**config.mk**
```make
export PLATFORM = sky130hd
export DESIGN_NAME = fxp_mul_pipe
export DESIGN_NICKNAME = d
export VERILOG_FILES = /design/src/rtl/fxp_mul_pipe.sv
export SDC_FILE = /design/constraint.sdc
export NUM_CORES = 2
export LEC_CHECK = 0
export CORE_ASPECT_RATIO = 1.5
export CORE_MARGIN = 2
export CORE_UTILIZATION = 60
export CTS_CLUSTER_DIAMETER = 80
export DETAILED_ROUTE_END_ITERATION = 8
export GPL_ROUTABILITY_DRIVEN = 0
export GPL_TIMING_DRIVEN = 0
export HOLD_SLACK_MARGIN = 0.03
export PLACE_DENSITY = 0.8
export REMOVE_ABC_BUFFERS = 1
export SETUP_SLACK_MARGIN = 0.2
export SLEW_MARGIN = 25
export SYNTH_ARGS = -nofsm -noshare
export SYNTH_HDL_FRONTEND = slang
export SYNTH_SLANG_ARGS = --single-unit
```
**constraint.sdc**
```tcl
create_clock -name clk -period 9 [get_ports clk]
set_input_delay 1.8 -clock clk [delete_from_list [all_inputs] [get_ports clk]]
set_output_delay 1.8 -clock clk [all_outputs]
set_load 0.01 [all_outputs]
```
**src/rtl/fxp_mul_pipe.sv**
```systemverilog
// fxp_mul_pipe
// Pipelined signed fixed-point multiplier (QI.F, W = INT_BITS + FRAC_BITS)
// with valid/ready handshaking, optional round-half-up and optional
// saturation. The whole pipe advances or stalls as one unit.
//
// Ports:
//   clk        rising-edge clock
//   reset_n    asynchronous active-low reset
//   in_valid   operand pair present
//   in_ready   operands accepted this cycle (= pipeline advance)
//   a, b       signed QI.F operands
//   out_valid  result present
//   out_ready  downstream accepts result
//   out        signed QI.F product (held while stalled or during bubbles)
//   overflow   product exceeded QI.F range; qualified by out_valid
//
// Latency is STAGES cycles of registers (legal 1..4): a pair accepted at
// edge k is presented after edge k+STAGES-1.
module fxp_mul_pipe #(
  parameter int INT_BITS  = 10,
  parameter int FRAC_BITS = 22,
  parameter int STAGES    = 3,
  parameter int ROUND     = 1,
  parameter int SATURATE  = 1,
  localparam int W        = INT_BITS + FRAC_BITS
) (
  input  logic         clk,
  input  logic         reset_n,
  input  logic         in_valid,
  output logic         in_ready,
  input  logic [W-1:0] a,
  input  logic [W-1:0] b,
  output logic         out_valid,
  input  logic         out_ready,
  output logic [W-1:0] out,
  output logic         overflow
);

  localparam int PW = 2 * W;
  localparam int RW = 2 * W - FRAC_BITS;
  localparam logic [PW-1:0] RND_K = (ROUND != 0) ? (PW'(1) << (FRAC_BITS - 1)) : '0;

  logic                 advance;
  logic                 v_fin;
  logic signed [PW-1:0] p_fin;

  assign advance  = !out_valid || out_ready;
  assign in_ready = advance;

  // p_fin/v_fin: full product and its valid bit as seen by the output stage.
  generate
    if (STAGES == 1) begin : g_s1
      assign p_fin = PW'($signed(a)) * PW'($signed(b));
      assign v_fin = in_valid;
    end else begin : g_sn
      logic signed [W-1:0]  a_q;
      logic signed [W-1:0]  b_q;
      logic                 v1;
      logic signed [PW-1:0] p1;

      always_ff @(posedge clk or negedge reset_n) begin
        if (!reset_n) begin
          a_q <= '0;
          b_q <= '0;
          v1  <= 1'b0;
        end else if (advance) begin
          a_q <= a;
          b_q <= b;
          v1  <= in_valid;
        end
      end

      assign p1 = PW'(a_q) * PW'(b_q);

      if (STAGES == 2) begin : g_s2
        assign p_fin = p1;
        assign v_fin = v1;
      end else begin : g_s34
        logic signed [PW-1:0] p_q;
        logic                 v2;

        always_ff @(posedge clk or negedge reset_n) begin
          if (!reset_n) begin
            p_q <= '0;
            v2  <= 1'b0;
          end else if (advance) begin
            p_q <= p1;
            v2  <= v1;
          end
        end

        if (STAGES == 3) begin : g_s3
          assign p_fin = p_q;
          assign v_fin = v2;
        end else begin : g_s4
          logic signed [PW-1:0] p_d;
          logic                 v3;

          always_ff @(posedge clk or negedge reset_n) begin
            if (!reset_n) begin
              p_d <= '0;
              v3  <= 1'b0;
            end else if (advance) begin
              p_d <= p_q;
              v3  <= v2;
            end
          end

          assign p_fin = p_d;
          assign v_fin = v3;
        end
      end
    end
  endgenerate

  logic [RW-1:0]  r;
  logic [RW-W:0]  r_hi;
  logic           ovf_c;
  logic [W-1:0]   res_c;

  // Rounding constant is added before the shift; taking the upper RW bits of
  // the sum is the arithmetic right shift by FRAC_BITS.
  always_comb begin
    r     = RW'((p_fin + RND_K) >> FRAC_BITS);
    r_hi  = r[RW-1:W-1];
    ovf_c = !((&r_hi) || !(|r_hi));
    res_c = r[W-1:0];
    if (ovf_c && (SATURATE != 0)) begin
      res_c = r[RW-1] ? {1'b1, {(W-1){1'b0}}} : {1'b0, {(W-1){1'b1}}};
    end
  end

  // Data only loads on a valid token so a bubble leaves out unchanged.
  always_ff @(posedge clk or negedge reset_n) begin
    if (!reset_n) begin
      out_valid <= 1'b0;
      out       <= '0;
      overflow  <= 1'b0;
    end else if (advance) begin
      out_valid <= v_fin;
      if (v_fin) begin
        out      <= res_c;
        overflow <= ovf_c;
      end
    end
  end

endmodule

```
==> results.md <==
- Status: finished, final reports clean
- Initial DRC Count: 2243
- Max Clock Skew: 0.0227 ns
- Worst Setup Start Kind: register
- Die ar.: 72600 µm²
- Area grow syn2layout: 6.79%
- Synth unique cells: 74
- Grt total ovfl: 0
- Final ANT Viol Nets: 0
- Row cnt: 119
- IO Pins: 103
- Crit end category: register
- WP buf/inv: 1
- Tmin final: 8.70 ns
- Number of synthesized flops with an enable pin: 0
- DR vias: 31960
- Slew HR: 34.0%
- Drt pass-1 iters: 6
- CP most frequent cell: fa_1
- Post-synthesis mux area share: 0.0741%
- Final cell count without fillers: 5420
- Synth Area in Adders: 56.6%
- Htree depth: 4
- Worst Max-Slew Pin Slew: 0.990 ns
- Root Buffer: clkbuf_16
- Worst Path Max Fanout: 25
- Compound-Gate Fraction of Synth Area: 4.23%
- Setup violators final: 0
- Via count of the first global-routing pass: 36436
- Starting Density: 60.4%
- Pins Over Slew Limit: 0
- Die X: 221 µm
- Final worst-path cycle share: 96.7%
- Placed cells: 5370
- Ys async rst share: 100%
- First-pass GRT wire length: 191000 µm
- Clock-pin slew on the worst setup and hold paths: 0.08 ns
- Commonest non-fill, non-tap cells in the layout: fa_1, inv_1, nand2_1, and2_1, ha_1
- WP data arrival: 9.07 ns
- Most common cell after layout, fill and taps aside: fa_1
- Path type of the worst min-delay path: register to register
- Post-route cell area: 45100 µm²
- Crit-path cells: inv_2 -> nor2_1 -> fa_1 -> fa_1 -> fa_1 -> fa_1 -> fa_1 -> fa_1 -> fa_1 -> fa_1 -> ha_1 -> nand2_1 -> o21ai_0 -> or3_1 -> o211ai_1 -> or3_1 -> o21ai_1 -> o31ai_2 -> o31ai_1 -> xnor2_1 -> o21ai_1
- Hold Buf Count CTS: 0
- Nets: 5828
- R2R setup slack: 0.30 ns
- WHS: 0.475 ns
- Cells after Synth: 4573
- Fmax: 115 MHz
- Clock Latency Late Sink: 0.49 ns
- Post-route DRC: 0
- Via density: 5.90
- CP required: 9.37 ns
- Yosys Warn Count: 0
- Flops & latches, synth: 143
- Maxcap violations: 0
- DRT Wirelength: 120000 µm
- Final setup margin: 0.296 ns
- Gr usage total: 35.3%
- Share of post-route cells with drive strength above 1: 3.92%
- Critical-path top delay cell: dfrtp_1
- Post-synthesis xor/xnor area fraction: 1.76%
- IO Port Bufs: 102
- Final hold violations: 0
- Clk sink count: 143
- Total CTS buffers: 17
- RSZ-0062 raised after global routing: yes
- DP Area: 44300 µm²
- Die Ht: 329 µm
- Average cell area after synthesis: 9.24 µm²
- Dpl ws: 0.255 ns
- Max incr delay on CP: 0.95 ns
- Synth Area in Simple Gates: 17.4%
- DR WL/cell: 22.1 µm
- Largest net degree at the start of global routing: 96
- Main combinational cell family by area after synthesis: adder cells
- CTS tree: done
- Detailed placer's ending HPWL: 91700 µm
- Clock Path Buffers: 2
- Register area share after synthesis: 8.47%
- Core area: 70000 µm²
- Top delay family on crit path: adder cells
- Post-Syn Area: 42200 µm²
- Initial antenna violation count: 2
- Critical path type: register to register
- Dominant synthesized flop cell: dfrtp_1
[synth_stat cells (5+ instances only)]
cell      number  area [µm²]
a22o_1        30         263
nor2_1        86         323
o31ai_1        5        37.5
ha_1         181        2260
nand2b_1      13        81.3
and3_1        12        75.1
and2_1       495        3100
a31oi_1       13        81.3
a21o_1        21         158
a21oi_1       88         440
o21bai_1      13        97.6
and4_1         5        43.8
dfrtp_1      143        3580
nor4_1         7        43.8
o21ai_0       70         350
nand4_1       22         138
inv_1       1021        3830
xnor2_1       55         482
nor3_1        16        80.1
o21a_1         5        37.5
nand3_1       26         130
clkbuf_1     230         863
buf_1          6        22.5
nand2_1      815        3060
or3_1          5        31.3
fa_1        1081       21600
xor2_1        30         263
[stage by stage]
stage               TNS, ns  utilization, %
floorplan                 0               -
global route              0            64.5
finish                    0            64.5
CTS                       0            64.2
global placement    -543.31            62.0
detailed placement        0            63.3
[final cells by class]
type	instances	area, µm²
repair buffers	155	2000
well taps	907	1130
clock buffers	17	425
fillers	5396	24900
clock inverters	15	188
inverters	1022	3840
diodes	2	5.00
multi-input cells	3159	33800
flip-flops and latches	143	3690
[routing by layer]
layer	vias up	track usage (%)	wire, µm
li1	13080	-	-
met1	16316	37.1	36200
met2	1798	60.2	60700
met3	764	6.37	9330
met4	2	31.4	13300
met5	-	0	13
[cell families after synthesis]
family / after synthesis
fa+ha+maj: 1262
compound gates: 282
simple gates: 1527
buf+inv: 1271
xor+xnor: 85
mux: 3
flops: 143
[sequential cells by signal (all words and copies together), names as in the netlist]
register,cells
g_sn.a_q,32
g_sn.b_q,32
g_sn.g_s34.p_q,43
g_sn.g_s34.v2,1
g_sn.v1,1
out,32
out_valid,1
overflow,1
[what timing repair did]
item,CTS,global route
resized for setup,1,15
cloned,0,0
pin swaps,0,2
setup endpoints to repair,1,12
buffers inserted,0,16
[worst paths after layout]
check                                              start                             end  cells past startpoint
worst max-delay path            g_sn.b_q[31]$_DFFE_PN0N_  g_sn.g_s34.p_q[61]$_DFFE_PN0N_                     21
worst min-delay path                 g_sn.v1$_DFFE_PN0N_             g_sn.v1$_DFFE_PN0N_                      2
worst max register to register  g_sn.b_q[31]$_DFFE_PN0N_  g_sn.g_s34.p_q[61]$_DFFE_PN0N_                     21
worst min register to register       g_sn.v1$_DFFE_PN0N_             g_sn.v1$_DFFE_PN0N_                      2
max in group asynchronous                        reset_n         g_sn.a_q[7]$_DFFE_PN0N_                      2
min in group asynchronous                        reset_n             out[31]$_DFFE_PN0P_                      1
[worst reg2reg max path: stages (launching register included)]
cell	delay (ns)
dfrtp_1	0.95
inv_2	0.55
nor2_1	0.30
fa_1	0.49
fa_1	0.49
fa_1	0.55
fa_1	0.46
fa_1	0.52
fa_1	0.43
fa_1	0.77
fa_1	0.51
ha_1	0.40
nand2_1	0.15
o21ai_0	0.30
or3_1	0.17
o211ai_1	0.10
or3_1	0.32
o21ai_1	0.35
o31ai_2	0.19
o31ai_1	0.34
xnor2_1	0.18
o21ai_1	0.08
Power is not shown: default switching activity piles up to over one toggle a cycle in this logic, so the estimate is an artifact.
